## config.mk

```make
export PLATFORM = sky130hd
export DESIGN_NAME = map_access_arbiter
export DESIGN_NICKNAME = d
export VERILOG_FILES = /design/src/rtl/map_access_arbiter.sv
export SDC_FILE = /design/constraint.sdc
export NUM_CORES = 1
export LEC_CHECK = 0
export CAP_MARGIN = 5
export CORE_MARGIN = 8
export CORE_UTILIZATION = 40
export DETAILED_ROUTE_END_ITERATION = 12
export PLACE_DENSITY_LB_ADDON = 0.15
export REMOVE_ABC_BUFFERS = 1
export SLEW_MARGIN = 20
export SYNTH_ARGS = -nofsm -noshare
export SYNTH_HDL_FRONTEND = slang
export SYNTH_SLANG_ARGS = --single-unit
```

## constraint.sdc

```tcl
create_clock -name CLOCK_50 -period 3.2 [get_ports CLOCK_50]
set_clock_uncertainty 0.05 [all_clocks]
set_input_delay 0.8 -clock CLOCK_50 [delete_from_list [all_inputs] [get_ports CLOCK_50]]
set_output_delay 0.8 -clock CLOCK_50 [all_outputs]
set_load 0.01 [all_outputs]
```

## src/rtl/map_access_arbiter.sv

```systemverilog
// map_access_arbiter: shares the single-port map RAM between the Pac-Man and ghost
// movers, checks the target cell for collisions, and keeps the pill counter.
module map_access_arbiter #(
    parameter int         NUM_REQ   = 4,
    parameter int         RD_LAT    = 1,
    parameter logic [9:0] PILL_INIT = 10'd300
) (
    input  logic                 CLOCK_50,
    input  logic                 reset_n,
    input  logic [NUM_REQ-1:0]   req,
    input  logic [6*NUM_REQ-1:0] curr_x,
    input  logic [5*NUM_REQ-1:0] curr_y,
    input  logic [6*NUM_REQ-1:0] next_x,
    input  logic [5*NUM_REQ-1:0] next_y,
    input  logic [3:0]           ram_rdata,
    output logic [10:0]          ram_addr,
    output logic                 ram_we,
    output logic [3:0]           ram_wdata,
    output logic [NUM_REQ-1:0]   grant,
    output logic [NUM_REQ-1:0]   done,
    output logic [3:0]           collision_type,
    output logic                 collision_valid,
    output logic [9:0]           pill_count,
    output logic                 pills_clear
);

    localparam int PW = (NUM_REQ > 1) ? $clog2(NUM_REQ) : 1;

    typedef enum logic [2:0] {
        IDLE, RD, CHK, WR_OLD, WR_NEW, DONE
    } state_t;

    state_t        state, state_n;
    logic [PW-1:0] rr_ptr, g, win;
    logic [PW:0]   sum, nxt;
    logic          any;
    logic [5:0]    cx, nx;
    logic [4:0]    cy, ny;
    logic [1:0]    cnt;
    logic [3:0]    under [NUM_REQ];
    logic [3:0]    sprite;
    logic          blocked;

    assign sprite  = (g == '0) ? 4'd3 : 4'd3 + 4'(g);
    assign blocked = (ram_rdata == 4'd1) || (ram_rdata >= 4'd3);

    // Round-robin pick: first requester at or after rr_ptr, wrapping.
    always_comb begin
        win = '0;
        any = 1'b0;
        sum = '0;
        for (int k = 0; k < NUM_REQ; k++) begin
            sum = {1'b0, rr_ptr} + (PW+1)'(k);
            if (sum >= (PW+1)'(NUM_REQ))
                sum = sum - (PW+1)'(NUM_REQ);
            if (!any && req[sum[PW-1:0]]) begin
                win = sum[PW-1:0];
                any = 1'b1;
            end
        end
        nxt = {1'b0, win} + 1'b1;
        if (nxt == (PW+1)'(NUM_REQ))
            nxt = '0;
    end

    // State register.
    always_ff @(posedge CLOCK_50 or negedge reset_n) begin
        if (!reset_n)
            state <= IDLE;
        else
            state <= state_n;
    end

    // Next-state logic.
    always_comb begin
        state_n = state;
        unique case (state)
            IDLE:    if (any) state_n = RD;
            RD:      if (cnt == 2'd0) state_n = CHK;
            CHK:     state_n = blocked ? DONE : WR_OLD;
            WR_OLD:  state_n = WR_NEW;
            WR_NEW:  state_n = DONE;
            DONE:    state_n = IDLE;
            default: state_n = IDLE;
        endcase
    end

    // Transaction datapath: grant, latched coordinates, under-cells, pills.
    always_ff @(posedge CLOCK_50 or negedge reset_n) begin
        if (!reset_n) begin
            rr_ptr         <= '0;
            g              <= '0;
            grant          <= '0;
            cx             <= '0;
            cy             <= '0;
            nx             <= '0;
            ny             <= '0;
            cnt            <= '0;
            collision_type <= '0;
            pill_count     <= PILL_INIT;
            for (int i = 0; i < NUM_REQ; i++)
                under[i] <= '0;
        end else begin
            unique case (state)
                IDLE: if (any) begin
                    g      <= win;
                    grant  <= {{(NUM_REQ-1){1'b0}}, 1'b1} << win;
                    rr_ptr <= nxt[PW-1:0];
                    cx     <= curr_x[6*int'(win) +: 6];
                    cy     <= curr_y[5*int'(win) +: 5];
                    nx     <= next_x[6*int'(win) +: 6];
                    ny     <= next_y[5*int'(win) +: 5];
                    cnt    <= 2'(RD_LAT - 1);
                end
                RD: if (cnt != 2'd0) cnt <= cnt - 2'd1;
                CHK: collision_type <= ram_rdata;
                WR_NEW: begin
                    if (g == '0) begin
                        under[g] <= 4'd0;
                        if (collision_type == 4'd2 && pill_count != '0)
                            pill_count <= pill_count - 10'd1;
                    end else begin
                        under[g] <= collision_type;
                    end
                end
                DONE: grant <= '0;
                default: ;
            endcase
        end
    end

    // RAM port and handshake outputs decoded from registers only.
    always_comb begin
        ram_addr        = '0;
        ram_we          = 1'b0;
        ram_wdata       = '0;
        done            = '0;
        collision_valid = 1'b0;
        unique case (state)
            RD, CHK: ram_addr = {ny, nx};
            WR_OLD: begin
                ram_addr  = {cy, cx};
                ram_wdata = under[g];
                ram_we    = 1'b1;
            end
            WR_NEW: begin
                ram_addr  = {ny, nx};
                ram_wdata = sprite;
                ram_we    = 1'b1;
            end
            DONE: begin
                done            = grant;
                collision_valid = 1'b1;
            end
            default: ;
        endcase
    end

    assign pills_clear = (pill_count == '0);

endmodule
```

### After elaboration in Yosys (flattened, before gate mapping)

Cells that the tools add are included.

* logic and storage cells: 125
* bits of input ports: 98
* flip-flop bits (word level): 65
* output and inout bits: 40

* multipliers: 2
* $add $sub $neg: 11
* equality and inequality tests: 11
* bitwise logic cells: 3
* reductions and logical operators: 24
* muxes and demuxes: 43
* shifts and indexed selects: 5
* magnitude comparators: 11

Operator list (count)
* 20-bit by 32-bit indexed part select with 5-bit output: 1
* 24-bit by 32-bit indexed part select with 6-bit output: 1
* 24-bit by 6-bit indexed part select with 6-bit output: 1
* 2-bit 2-to-1 mux: 11
* 11-bit one-hot mux with 2 select lines: 1
* 4-bit 2-to-1 mux: 5
* 20-bit by 6-bit indexed part select with 5-bit output: 1
* 16-bit AND: 1
* 16-bit bitwise mux: 1
* 16-bit 2-to-1 mux: 1
* 16-bit inverter: 1
* 4-bit one-hot mux with 2 select lines: 2
* 3-bit one-hot mux with 5 select lines: 1
* 3-bit greater-or-equal comparator (second input constant): 4
* 2-bit by 3-bit less-than comparator with 1-bit output (second input constant): 4
* 3-bit 2-to-1 mux: 4
* 10-bit logical NOT: 1
* 1-bit 2-to-1 mux: 10
* 10-bit nonzero test: 1
* 10-bit by 1-bit subtractor with 10-bit output (second input constant): 1
* 2-bit by 1-bit subtractor with 2-bit output (second input constant): 5
* 3-bit == test (second input constant): 3
* 1-bit binary-select mux with 2-bit select: 4
* 4-bit binary-select mux with 2-bit select: 1
* 27 further kinds: 44

### Longest topological paths before layout

* depth in word-level cells: 17
* gate-level depth with buffers: 9
* mapped depth without buffers: 7

### Worst setup path after synthesis

Ideal clock, no wire load.

* kind: reg-to-output
* from: reg state[0]
* to: out ram_addr[2]
* arrival time: 1.524 ns
* buffers on the path: 2
* setup slack: 0.826 ns
* required time: 2.350 ns
* stages on the path, launching flop included: 7
* cells stage by stage: dfrtp_1 buf_2 inv_1 nor2_1 clkbuf_1 a22oi_1 o21ai_0

* longest elaborated chain between the ends: 3
* elaborated cells between the ends (all ways): 6
* classes of those cells: eq/ne: 4; mux: 1; reduce/logical: 1

RTL lines
* start, declared: line 33 `state_t state, state_n;`
* start signal, assigned: line 71 `state <= state_n;`
* 3-bit == test (tied with other cells): line 139 `unique case (state)`
* 3-bit OR reduction (no source line)
* 11-bit one-hot mux with 2 select lines (*): line 139
* end, declared: line 16 `output logic [10:0] ram_addr,`

Mark *: on every way between the ends. The rest lies on a longest branch, timed or not.

### Worst setup path in the final report

* from: reg pill_count[6]
* to: out pills_clear

* longest elaborated chain between the ends: 1

RTL lines
* start, declared: line 23 `output logic [9:0] pill_count,`
* start signal, assigned: line 121 `pill_count <= pill_count - 10'd1;`
* 10-bit logical NOT: line 159 `assign pills_clear = (pill_count == '0);`
* end, declared: line 24 `output logic pills_clear`

No other way between the ends.

==> flow_summary.toml <==
[outcome]
status = "completed"

[yosys]
synth_compound_area_share_pct = 20.94
async_reset_ff_share_pct = 100.0
synthMuxAreaShare_pct = 13.99
ys_seq_area_share_pct = 39.40
ys_seq_elements = 65
synth_cells = 429
synth_ff_type = "dfrtp_1"
synth_top_family_by_area = "compound AO/OA/AOI/OAI gates"
synthXorXnorAreaFrac_pct = 1.692
yosysWarnings = 0
synthSimpleGateAreaFrac_pct = 16.74
synth-edff-count = 0
syn_area_per_cell_um2 = 9.654
synth_cell_types = 47
syn-cell-area_um2 = 4141
synth_fa_ha_area_share_pct = 2.115

[layout]
nets = 667
drive_above_1_share_pct = 14.29
final_util_pct = 58.15
n_antenna_cell = 0
fin_cells = 703
area_growth_pct = 42.99

[cts]
cts_root_buffer = "clkbuf_8"
htreeDepth = 3
clkTransAtPathRegs_ns = 0.07
clock_sinks = 65
clk-insertion-delay-late_ns = 0.34
cts_buffers = 9
cts_buffer_depth = 2
cts_tree = "done"
cts_hold_buffers = 0

[sta]
rsz0062_at_grt = "no"
finalCritPeriodShare_pct = 95.86
fin_ws_ns = 0.1324
finalSetupTns_ns = 0
max_slew_margin_pct = 53.74
fin_crit_ns = 3.068
slew_viol_final = 0
hold_slack_ns = 0.4297
max_slew.worst_pin.slew_ns = 0.6929
setup_viol_count_final = 0
finalHoldViolCount = 0
fmaxAchievable_mhz = 326.0

[routing]
wl_um = 12910
drt_iter0_markers = 277
antenna_left = 0
drc = 0
routedWlPerCell_um = 18.36
vias = 3932
vias_per_cell = 5.593
drt_pass1_iterations = 4

[worst_setup_path]
end_kind = "primary output"
path_max_fanout = 4
cp_slowest_cell = "or4_4"
crit_chain = "or4_4, nor4_2, clkdlybuf4s50_1"
required_ns = 2.35
setup.worst_path.start_class = "flip-flop"
critPathTopFamily = "simple AND/OR/NAND/NOR gates"
critPathArrivalTime_ns = 2.22
max_stage_delay_ns = 0.59
cp_num_buf_inv = 1
crit_type = "reg -> out"

[placement]
dpl.cell_count = 683
dp_hpwl_um = 9530
dp_slack_ns = 0.2654
finalWeightedCongestion = 0.8053
io_buffers = 137

[floorplan]
io_pins = 138
rows = 37
fp.dieArea_um2 = 13870
coreArea_um2 = 10180
die_w_um = 117.8
initial_utilization_pct = 40.66
die_height_um = 117.8

[grt]
grt_pass1_wl_um = 21080
grt_pass1_vias = 4269
antenna_found_initial = 0
grt_max_degree = 50
grt_overflow = 0
grt_usage_pct = 18.49

[power]
p_leak_nw = 2.523
powerDensity_nw_per_um2 = 761.3
ir_drop_v = 0.0003358

[hold_path]
hold_path.class = "in -> async"

[flow_run]
drv_cap = 0
-- worst paths after layout --
check	startpoint	to	slack, ns	depth (start not counted)
setup / recovery	pill_count[6]$_DFFE_PN0P_	pills_clear	0.13	3
hold / removal	reset_n	nx[3]$_DFFE_PN0P_	0.43	1
setup reg to reg	g[0]$_DFFE_PN0P_	pill_count[4]$_DFFE_PN0P_	0.79	6
hold reg to reg	cnt[0]$_DFFE_PN0P_	cnt[0]$_DFFE_PN0P_	0.44	1
max in group asynchronous	reset_n	pill_count[8]$_DFFE_PN1P_	1.98	2
min in group CLOCK_50	cnt[0]$_DFFE_PN0P_	cnt[0]$_DFFE_PN0P_	0.44	1
-- metal layers --
metal / track usage [%] / share of wire (%) / wire [um] / vias to the layer above
met2: 31.19 / 49 / 6294 / 145
li1: - / - / - / 1874
met3: 7.914 / 8.2 / 1063 / 18
met1: 20.68 / 41 / 5354 / 1895
met4: 5.765 / 1.5 / 198 / 0
met5: 0 / 0 / 0 / -
-- stage by stage --
step           area (um^2)  total power [W]
6_report              5922         0.004508
5_1_grt               5922         0.004835
4_1_cts               5891         0.004515
3_5_place_dp          5695         0.003818
3_3_place_gp          5695         0.003757
2_1_floorplan         3985         0.002751
-- cell usage after synthesis (3+ instances only) --
library cell / count / area, um^2
a211o_1: 22 / 192.7
o21ai_1: 12 / 60.06
buf_4: 3 / 22.52
and2_1: 5 / 31.28
a22oi_1: 13 / 97.59
and3_1: 5 / 31.28
nor2_1: 11 / 41.29
dfstp_2: 4 / 105.1
nand3_1: 4 / 20.02
o22ai_1: 3 / 18.77
o21ai_0: 10 / 50.05
nor4_2: 4 / 50.05
buf_2: 5 / 25.02
mux2_2: 19 / 214.0
xor2_1: 6 / 52.55
nor4_1: 3 / 18.77
o211ai_1: 22 / 165.2
or3_1: 3 / 18.77
mux4_2: 4 / 90.09
nand4_1: 22 / 137.6
o31ai_1: 22 / 165.2
ha_1: 7 / 87.58
mux2i_1: 23 / 230.2
nand2_1: 47 / 176.4
inv_1: 14 / 52.55
clkbuf_1: 24 / 90.09
buf_1: 5 / 18.77
a21oi_1: 8 / 40.04
nand2b_1: 5 / 31.28
dfrtp_1: 61 / 1526
mux2_1: 4 / 45.04
nor2b_1: 5 / 31.28
a22o_1: 4 / 35.03
-- power breakdown --
group / switching (W) / internal [W]
Combinational: 0.00120 / 0.00120
Sequential: 0.000297 / 0.00113
Clock: 0.000315 / 0.000367
-- repair_timing --
item	4_1_cts	5_1_grt
pin swaps	0	1
endpoints found under the setup margin	4	5
gates resized for setup	1	1
buffers inserted	0	4
endpoints found under the hold margin	0	0
-- layout by cell type (no fill, tap or decap), drive strengths merged, types with 2 or more instances in the layout --
cell,count
dfstp,4
or3,3
a211o,22
nor3,3
nand3,4
o211ai,22
clkbuf,15
dfrtp,61
or2,4
o31ai,22
and2,5
o21ai,22
nor2,11
a21o,2
clkdlybuf4s50,136
nor4,7
or4,3
nand2b,5
mux2,23
a22o,4
nor2b,5
a21oi,8
ha,7
xor2,6
nand4,22
and3,5
buf,23
a22oi,13
mux2i,23
inv,15
o22ai,3
xnor2,2
mux4,4
nand2,47
-- flip-flops by register name (all words and copies together) (netlist names) --
register        flops
grant               4
cnt                 2
nx                  6
rr_ptr              2
collision_type      4
pill_count         10
cy                  5
state               3
g                   2
under              16
ny                  5
cx                  6
-- worst register-to-register path, delay by kind of cell (launching register included) --
kind | cells | cell delay, ns
adder cells (fa/ha/maj) | 1 | 0.33
AND/OR/NAND/NOR | 3 | 1.17
flip-flops | 1 | 0.49
buffers and inverters | 1 | 0.13
XOR/XNOR | 1 | 0.13
-- area by class of cell --
| class | count | area, um^2 |
|---|---|---|
| clock buffer | 15 | 186.4 |
| clock inverter | 1 | 7.507 |
| fill | 900 | 4263 |
| inverter | 15 | 56.30 |
| multi-input combinational | 312 | 2311 |
| sequential | 65 | 1634 |
| tap | 136 | 170.2 |
| timing repair buffer | 159 | 1556 |
-- cells by family (layout without fill, tap and decap cells) --
family	after synthesis	in the layout
fa+ha+maj	7	7
xor+xnor	8	8
simple gates	126	126
mux	50	50
buf+inv	52	190
flops	65	65
compound gates	121	121
No activity file was read; power rests on OpenSTA's default activity.
